===== config.mk =====
export PLATFORM = sky130hd
export DESIGN_NAME = calc_port_responder
export DESIGN_NICKNAME = d
export VERILOG_FILES = /design/src/rtl/calc_port_responder.sv
export SDC_FILE = /design/constraint.sdc
export NUM_CORES = 1
export LEC_CHECK = 0
export CORE_ASPECT_RATIO = 0.5
export CORE_MARGIN = 2
export CORE_UTILIZATION = 30
export CTS_BUF_LIST = sky130_fd_sc_hd__clkbuf_16
export CTS_CLUSTER_DIAMETER = 50
export CTS_CLUSTER_SIZE = 10
export DETAILED_ROUTE_END_ITERATION = 8
export PLACE_DENSITY = 0.49
export SLEW_MARGIN = 20
export SYNTH_ARGS = -nofsm -noshare
export SYNTH_HDL_FRONTEND = slang
export SYNTH_SLANG_ARGS = --single-unit

===== constraint.sdc =====
create_clock -name c_clk -period 3.9 [get_ports c_clk]
set_input_delay 0.78 -clock c_clk [delete_from_list [all_inputs] [get_ports c_clk]]
set_output_delay 0.78 -clock c_clk [all_outputs]
set_load 0.05 [all_outputs]

===== src/rtl/calc_port_responder.sv =====
// Device end of the calculator request/response protocol: takes a command plus
// two operands on consecutive cycles and returns a coded result LATENCY cycles later.
module calc_port_responder #(
  parameter int LATENCY = 3  // legal range 1..8
) (
  input  logic        c_clk,
  input  logic        reset,
  input  logic [3:0]  req_cmd_in,
  input  logic [31:0] req_data_in,
  output logic [1:0]  out_resp,
  output logic [31:0] out_data,
  output logic        busy,
  output logic [0:0]  o_dbg_state
);

  localparam logic [0:0] S_IDLE  = 1'b0;
  localparam logic [0:0] S_OPND2 = 1'b1;

  localparam logic [3:0] CMD_NOP = 4'd0;
  localparam logic [3:0] CMD_ADD = 4'd1;
  localparam logic [3:0] CMD_SUB = 4'd2;
  localparam logic [3:0] CMD_SHL = 4'd5;
  localparam logic [3:0] CMD_SHR = 4'd6;

  localparam logic [1:0] RESP_NONE = 2'b00;
  localparam logic [1:0] RESP_OK   = 2'b01;
  localparam logic [1:0] RESP_OVF  = 2'b10;
  localparam logic [1:0] RESP_INV  = 2'b11;

  // Handshake: there is no ready. A nonzero req_cmd_in in IDLE is an accepted
  // command, and the next cycle's req_data_in is taken as operand2 regardless
  // of req_cmd_in. The response is a one-cycle pulse with no back-pressure.

  logic [0:0]  r_state;
  logic [3:0]  r_cmd;
  logic [31:0] r_op1;

  logic [LATENCY-1:0] r_pipe_valid;
  logic [1:0]         r_pipe_resp [LATENCY];
  logic [31:0]        r_pipe_data [LATENCY];

  logic        r_out_valid;
  logic [1:0]  r_out_resp;
  logic [31:0] r_out_data;

  logic [32:0] w_sum;
  logic [31:0] w_diff;
  logic [4:0]  w_shamt;
  logic [1:0]  w_result_resp;
  logic [31:0] w_result_data;
  logic        w_push;

  assign w_sum   = {1'b0, r_op1} + {1'b0, req_data_in};
  assign w_diff  = r_op1 - req_data_in;
  assign w_shamt = req_data_in[4:0];
  assign w_push  = (r_state == S_OPND2);

  always_comb begin
    w_result_resp = RESP_INV;
    w_result_data = 32'd0;
    case (r_cmd)
      CMD_ADD: begin
        if (w_sum[32]) begin
          w_result_resp = RESP_OVF;
        end else begin
          w_result_resp = RESP_OK;
          w_result_data = w_sum[31:0];
        end
      end
      CMD_SUB: begin
        if (req_data_in > r_op1) begin
          w_result_resp = RESP_OVF;
        end else begin
          w_result_resp = RESP_OK;
          w_result_data = w_diff;
        end
      end
      CMD_SHL: begin
        w_result_resp = RESP_OK;
        w_result_data = r_op1 << w_shamt;
      end
      CMD_SHR: begin
        w_result_resp = RESP_OK;
        w_result_data = r_op1 >> w_shamt;
      end
      default: begin
        w_result_resp = RESP_INV;
        w_result_data = 32'd0;
      end
    endcase
  end

  always_ff @(posedge c_clk) begin
    if (!reset) begin
      r_state <= S_IDLE;
      r_cmd   <= CMD_NOP;
      r_op1   <= 32'd0;
    end else begin
      case (r_state)
        S_IDLE: begin
          if (req_cmd_in != CMD_NOP) begin
            r_cmd   <= req_cmd_in;
            r_op1   <= req_data_in;
            r_state <= S_OPND2;
          end
        end
        S_OPND2: begin
          r_state <= S_IDLE;
        end
        default: begin
          r_state <= S_IDLE;
        end
      endcase
    end
  end

  // Stage 0 is loaded on the operand2 edge; the output register adds the final cycle.
  always_ff @(posedge c_clk) begin
    if (!reset) begin
      r_pipe_valid <= '0;
      for (int i = 0; i < LATENCY; i++) begin
        r_pipe_resp[i] <= RESP_NONE;
        r_pipe_data[i] <= 32'd0;
      end
    end else begin
      r_pipe_valid[0] <= w_push;
      r_pipe_resp[0]  <= w_result_resp;
      r_pipe_data[0]  <= w_result_data;
      for (int i = 1; i < LATENCY; i++) begin
        r_pipe_valid[i] <= r_pipe_valid[i-1];
        r_pipe_resp[i]  <= r_pipe_resp[i-1];
        r_pipe_data[i]  <= r_pipe_data[i-1];
      end
    end
  end

  always_ff @(posedge c_clk) begin
    if (!reset) begin
      r_out_valid <= 1'b0;
      r_out_resp  <= RESP_NONE;
      r_out_data  <= 32'd0;
    end else begin
      r_out_valid <= r_pipe_valid[LATENCY-1];
      if (r_pipe_valid[LATENCY-1]) begin
        r_out_resp <= r_pipe_resp[LATENCY-1];
        r_out_data <= r_pipe_data[LATENCY-1];
      end else begin
        r_out_resp <= RESP_NONE;
        r_out_data <= 32'd0;
      end
    end
  end

  // busy covers the response cycle too, so it drops the cycle after emission.
  assign busy        = (r_state == S_OPND2) | (|r_pipe_valid) | r_out_valid;
  assign out_resp    = r_out_resp;
  assign out_data    = r_out_data;
  assign o_dbg_state = r_state;

endmodule


* Word-level counts from Yosys, hierarchy flattened
Memories as Yosys holds them, arrays and structs flattened. A register that Yosys moved wholly into a read port is not among the register bits.
Cells that the tools add are included.
** Word-level totals
- Register bits after elaboration :: 41
- Bits in writable memories :: 102
- Bits of input ports :: 38
- Output and inout port bits :: 36
- Memories :: 2
** Memory list
- r_pipe_data :: depth 3, bits a word 32, rd ports 3, clocked after memory_dff 1, write ports 3, RTL line 40 : logic [31:0] r_pipe_data [LATENCY];
- r_pipe_resp :: depth 3, bits a word 2, rd ports 3, clocked after memory_dff 1, write ports 3, RTL line 39 : logic [1:0] r_pipe_resp [LATENCY];
** Cells by class
- Add/subtract/negate cells :: 2
- Order comparisons :: 1
- Eq/ne operators :: 4
- Shift operators :: 2
- Mux-type cells :: 16
- Bitwise logic cells :: 9
- Reductions and logical operators :: 7
** Operator list (number)
- $mux W32 :: 5
- $pmux W32 S4 :: 1
- $add A32 B32 Y33 :: 1
- $gt A32 B32 Y1 :: 1
- $shl A32 B5 Y32 :: 1
- $shr A32 B5 Y32 :: 1
- $sub A32 B32 Y32 :: 1
- $mux W2 :: 5
- $eq A4 B3 Y1 const B :: 2
- $or A1 B1 Y1 :: 8
- $pmux W2 S3 :: 1
- $eq A4 B1 Y1 const B :: 1
- $eq A4 B2 Y1 const B :: 1
- $reduce_and A2 Y1 :: 2
- $reduce_bool A4 Y1 :: 1
- $mux W1 :: 3
- $reduce_or A3 Y1 :: 1
- $logic_not A1 Y1 :: 2
- $pmux W1 S2 :: 1
- $reduce_or A2 Y1 :: 1
- $not A1 Y1 :: 1

* Longest topological paths before layout
Gate-level depths: netlist of the first run.
- Depth after elaboration :: 4
- Depth in mapped cells :: 17

* Least setup slack after synthesis of the first run
No wires, ideal clock.
- Kind :: input port to flip-flop
- Start :: input port req_data_in[2]
- End :: memory r_pipe_data[0][16]
- Setup time :: 0.070 ns
- Arrival :: 4.122 ns
- Path slack :: -0.292 ns
- Stages on the path :: 17
- Cell sequence :: clkbuf_1 inv_1 clkbuf_1 clkbuf_1 ha_1 buf_2 nand2b_1 a2111o_1 a31oi_1 o21ai_1 o311ai_1 and2_1 buf_2 buf_4 nand3_1 and4_1 a21oi_1
** RTL lines
- start, declared :: RTL line 9 : input logic [31:0] req_data_in,
- end, declared :: RTL line 40

==> results.cfg, run 1 <==
[sta]
setup_skew_after_layout_ns = 0.02829
period_share_pct = 95.79
timing.final.crit_period_ns = 3.736
finalHoldViolations = 0
worst_slew_pin_slew_ns = 0.9048
rsz0062_at_grt = no
finalSetupViolations = 0
maxSlewViolCount = 0
max_freq_mhz = 267.7
sum_of_negative_setup_slack_ns = 0
slew_headroom_pct = 39.68

[cells_and_area]
layout.cell_area.non_filler_um2 = 15730
post_route_cells_drive_above_1_share_pct = 18.97
count_of_nets_after_finishing = 1900
synthToLayoutAreaGrowth_pct = 27.63
layoutNonFillerInstCount = 2350

[place]
port_buffers = 73
placed_cell_area_um2 = 15080
dp_cells = 2316
dp_hpwl_mm = 38.40
gpl.final_weighted_congestion = 1.020

[yosys]
syn_area_per_cell_um2 = 7.826
synth_top_cells_by_area = sky130_fd_sc_hd__dfxtp_1, sky130_fd_sc_hd__ha_1, sky130_fd_sc_hd__a21oi_1, sky130_fd_sc_hd__nand2_1, sky130_fd_sc_hd__mux2i_1
yosysMostFrequentCell = sky130_fd_sc_hd__dfxtp_1
synthesis.yosys.warnings = 0
synth-main-ff-cell = sky130_fd_sc_hd__dfxtp_1
synth-async-reset-ratio_pct = 0
post_synth_net_total = 1680
synth_enable_flop_cells = 0
synthDistinctLibCells = 87
synth.top_cell.area_share_pct = 28.75
synth_sequential_area_ratio_pct = 28.75
mappedNetlistArea_um2 = 12330
synthCells = 1575
synth.top_cells.by_count = sky130_fd_sc_hd__dfxtp_1, sky130_fd_sc_hd__nand2_1, sky130_fd_sc_hd__nor2_1
yosys.area.top_type = sky130_fd_sc_hd__dfxtp_1
flip_flop_and_latch_count_after_synthesis = 177

[grt]
grt_pass1_vias = 11960
global_route.usage.total_pct = 22.80
grt_pass1_wl_mm = 74.52
grt_max_degree = 116
number_of_antenna_violations_at_the_first_check_in_global_routing = 5
grt_overflow_total = 0

[critical_path]
worstPathRequired_ns = 4.19
timing.setup.critical_path_class = in2reg
crit_path_max_fanout = 9
cp.arrival_ns = 4.03
critPathLaunchType = primary input
critical_path.endpoint_type = register

[floorplan]
floorplan.die_area_um2 = 42820
floorplan.rows = 52
initial_core_utilization_pct = 30.46
chipHeight_um = 147.3
placeableCoreArea_um2 = 40470
io_pins = 74
die_width_um = 290.7

[worst_hold_path]
hold_path_class = reg2reg

[routing]
drc = 0
avgViaCountPerCell = 5.397
detailedRoute.firstIterationViolations = 1366
drt_pass1_iterations = 6
wl_per_cell_um = 20.91
drtAntennaViolNets = 0
postRouteWirelength_mm = 49.13
route.vias.total = 12680

[power_and_ir_drop]
peakVddDrop_v = 0.0003157
total_power_mw = 5.364
power.leakage_nw = 6.662
power_density_nw_per_um2 = 341.0

[cts]
clkTransAtPathRegs_ns = 0.08
clock-root-buffer = sky130_fd_sc_hd__clkbuf_16
clock_tree.htree_level_count = 4
tritoncts = yes
tritoncts.num_buffers = 17
clk_latency_ns = 0.46
cts_sinks = 177
bufs_on_longest_clock_path = 2

[status]
outcome = completed

[job]
timing.max_cap.violations = 0
-- cell families after synthesis --
logic type | share of synthesized area (%)
AOI/OAI and AO/OA | 26.10
xor gates and xnor gates | 1.066
adders and majority gates | 6.923
buffers and inverters | 6.253
DFF | 28.75
muxes | 9.116
and+or+nand+nor | 21.79
-- area by class of cell --
class,count,area [µm²]
antenna,2,5.005
clock buffer,17,425.4
clock inverter,15,193.9
fill,4318,24740
inverter,74,277.8
multi-input combinational,1209,8034
sequential,177,3543
tap,540,675.6
timing repair buffer,316,2576
-- sequential cells by signal, summed over array words and instances, names as in the netlist --
signal and flops:
o_dbg_state 1, r_pipe_resp 6, r_pipe_valid 3, out_data 32, r_pipe_data 96, r_op1 32
r_out_valid 1, out_resp 2, r_cmd 4
-- cell usage in the layout, fill, tap and decap left out, types with 37 or more instances in the layout --
cell type and instances:
sky130_fd_sc_hd__a21oi_1 118, sky130_fd_sc_hd__inv_1 73, sky130_fd_sc_hd__ha_1 65, sky130_fd_sc_hd__a21boi_0 37, sky130_fd_sc_hd__dfxtp_1 177, sky130_fd_sc_hd__buf_4 241
sky130_fd_sc_hd__nor2_1 139, sky130_fd_sc_hd__o21ai_0 109, sky130_fd_sc_hd__nand2_1 150, sky130_fd_sc_hd__mux2i_1 56, sky130_fd_sc_hd__clkdlybuf4s50_1 68, sky130_fd_sc_hd__and2_1 80
sky130_fd_sc_hd__and3_1 40
-- repair_timing --
item	4_1_cts	5_1_grt
setup buffers	0	0
gates resized for setup	0	6
endpoints found under the setup margin	0	7
hold buffers	0	0
-- critical path, stage by stage --
cell and delay [ns]:
sky130_fd_sc_hd__clkdlybuf4s50_1 0.48, sky130_fd_sc_hd__inv_1 0.05, sky130_fd_sc_hd__ha_1 0.30, sky130_fd_sc_hd__or3_4 0.40, sky130_fd_sc_hd__or4_4 0.53, sky130_fd_sc_hd__a311oi_2 0.27
sky130_fd_sc_hd__o31ai_2 0.14, sky130_fd_sc_hd__nand4_2 0.11, sky130_fd_sc_hd__and2_4 0.22, sky130_fd_sc_hd__o22ai_1 0.09, sky130_fd_sc_hd__o21ai_0 0.53, sky130_fd_sc_hd__a21oi_1 0.13
-- routing by layer --
| metal | global-route usage, % | vias up | part of all wire (%) |
|---|---|---|---|
| li1 | - | 6096 | - |
| met4 | 5.855 | 4 | 2.1 |
| met5 | 0 | - | 0.057 |
| met3 | 5.552 | 65 | 8.0 |
| met1 | 34.46 | 6070 | 50 |
| met2 | 31.75 | 449 | 39 |
-- through the flow --
step / hold slack [ns] / setup WS, ns / util (%)
finish: 0.4263 / 0.1640 / 38.87
floorplan: 0.4119 / 0.006254 / -
global placement: 0.4158 / -0.3306 / 37.27
global route: 0.4435 / 0.02225 / 38.86
detailed placement: 0.4183 / -0.3394 / 37.27
CTS: 0.4294 / 0.1235 / 38.80
-- where the power goes --
group          internal, mW  switching [mW]  total, mW
sequential             1.86          0.0784       1.94
combinational         0.670           0.925       1.60
clock                 0.931           0.897       1.83
total                  3.46            1.90       5.36
-- path summary, 6_finish.rpt --
kind	start	end	slack (ns)	depth (start not counted)
setup / recovery	req_data_in[23]	r_pipe_data[0][28]	0.16	12
hold / removal	r_pipe_data[1][0]	r_pipe_data[2][0]	0.43	1
setup reg to reg	r_op1[0]	r_pipe_data[0][22]	0.31	15
hold reg to reg	r_pipe_data[1][0]	r_pipe_data[2][0]	0.43	1
No activity file was read; power rests on OpenSTA's default activity.
==> run 2: changes to the inputs <==
Settings changed: SETUP_SLACK_MARGIN set to 0.15.
==> results.cfg, run 2 (synthesis gave the netlist of run 1 again) <==
[cts]
tritoncts.num_buffers = 17
bufs_on_longest_clock_path = 2
clock_tree.htree_level_count = 4
tritoncts = yes
clock-root-buffer = sky130_fd_sc_hd__clkbuf_16
cts_sinks = 177
clk_latency_ns = 0.45
clkTransAtPathRegs_ns = 0.08

[status]
outcome = completed

[sta]
slew_headroom_pct = 36.38
timing.final.crit_period_ns = 3.623
finalHoldViolations = 0
worst_slew_pin_slew_ns = 0.9444
final_critical_path_setup_slack_ns = 0.2774
hold_ws_ns = 0.4271
finalSetupViolations = 0
maxSlewViolCount = 0
max_freq_mhz = 276.0
setup_skew_after_layout_ns = 0.01868
rsz0062_at_grt = yes
period_share_pct = 92.89

[cells_and_area]
max_flop_register = r_pipe_data
insertedDiodeCount = 0
largest_reg_flops = 96
post_route_cells_drive_above_1_share_pct = 19.75
synthToLayoutAreaGrowth_pct = 28.65
mostFrequentLayoutCells = sky130_fd_sc_hd__buf_4, sky130_fd_sc_hd__dfxtp_1, sky130_fd_sc_hd__nand2_1
mostFrequentLayoutCell = sky130_fd_sc_hd__buf_4
fin_util_pct = 39.18
count_of_nets_after_finishing = 1905

[place]
dp_hpwl_mm = 38.05
port_buffers = 73
gpl.final_weighted_congestion = 0.9831
detailedPlace.worstSlack_ns = -0.2939

[floorplan]
die_width_um = 290.7
floorplan.rows = 52
floorplan.die_area_um2 = 42820
initial_core_utilization_pct = 30.46
io_pins = 74
placeableCoreArea_um2 = 40470
chipHeight_um = 147.3

[routing]
drtAntennaViolNets = 0
drt_pass1_iterations = 5
postRouteWirelength_mm = 48.17
route.vias.total = 12510
detailedRoute.firstIterationViolations = 1253
drc = 0
wl_per_cell_um = 20.47
avgViaCountPerCell = 5.315

[critical_path]
timing.setup.critical_path_class = in2reg
critPathLaunchType = primary input
worstPathRequired_ns = 4.18
crit_path_max_fanout = 17
critical_path.endpoint_type = register
cp.arrival_ns = 3.91

[grt]
grt_overflow_total = 0
grt_pass1_wl_mm = 72.61
grt_pass1_vias = 11760
number_of_antenna_violations_at_the_first_check_in_global_routing = 1
global_route.usage.total_pct = 22.29
grt_max_degree = 91

[power_and_ir_drop]
power_density_nw_per_um2 = 338.1
peakVddDrop_v = 0.0003095
power.leakage_nw = 6.698

[job]
timing.max_cap.violations = 0

[worst_hold_path]
hold_path_class = reg2reg
==> run 2: layout make-up <==
cell class	instances	area, µm²
fill	4259	24610
multi-input combinational	1209	8102
sequential	177	3543
timing repair buffer	321	2638
tap	540	675.6
clock buffer	17	425.4
inverter	74	277.8
clock inverter	15	195.2
==> run 2: per-stage QoR <==
| step | instances | power [mW] | area [µm²] | setup TNS [ns] |
|---|---|---|---|---|
| global route | 2353 | 5.638 | 15860 | 0 |
| floorplan | 1575 | 2.844 | 12360 | 0 |
| detailed placement | 2317 | 3.538 | 15120 | -5.981 |
| finish | 2353 | 5.362 | 15860 | 0 |
| CTS | 2349 | 5.365 | 15740 | 0 |
| global placement | 2317 | 3.544 | 15120 | -4.663 |
==> run 2: power breakdown <==
part	internal, mW	total (mW)	switching [mW]
Sequential	1.86	1.95	0.0851
Clock	0.930	1.81	0.880
Combinational	0.687	1.60	0.917
==> run 2: repair_timing <==
action | 4_1_cts | 5_1_grt
hold endpoints to repair | 0 | 0
setup endpoints to repair | 0 | 27
hold buffers | 0 | 0
resized for setup | 0 | 19
buffers inserted | 0 | 4
==> run 2: worst max-delay path: stages <==
cell,delay (ns)
sky130_fd_sc_hd__clkdlybuf4s50_1,0.50
sky130_fd_sc_hd__inv_1,0.09
sky130_fd_sc_hd__ha_4,0.24
sky130_fd_sc_hd__or3_4,0.39
sky130_fd_sc_hd__or4_4,0.53
sky130_fd_sc_hd__a311oi_2,0.24
sky130_fd_sc_hd__o31ai_2,0.14
sky130_fd_sc_hd__nand4_2,0.14
sky130_fd_sc_hd__nand2_4,0.11
sky130_fd_sc_hd__buf_8,0.20
sky130_fd_sc_hd__a221o_1,0.32
sky130_fd_sc_hd__o21ai_1,0.13
sky130_fd_sc_hd__a21oi_1,0.10
==> run 2: final timing paths <==
| kind | startpoint | to | slack (ns) | depth (start not counted) |
|---|---|---|---|---|
| worst max register to register | r_op1[0] | r_pipe_data[0][30] | 0.49 | 15 |
| worst min-delay path | r_pipe_data[1][4] | r_pipe_data[2][4] | 0.43 | 1 |
| worst max-delay path | req_data_in[23] | r_pipe_data[0][17] | 0.28 | 13 |
| worst min register to register | r_pipe_data[1][4] | r_pipe_data[2][4] | 0.43 | 1 |
==> run 2: routing by layer <==
metal	GRT usage (%)	wire, µm
met4	6.062	1022
met1	33.71	24270
met2	30.00	18300
met5	0	0
met3	6.536	4577
==> run 3: changes to the inputs <==
Settings changed: CTS_CLUSTER_SIZE 10 to not set.
==> results of run 3 <==
Same layout as run 2: the final DEF is identical, and so are final timing and power.
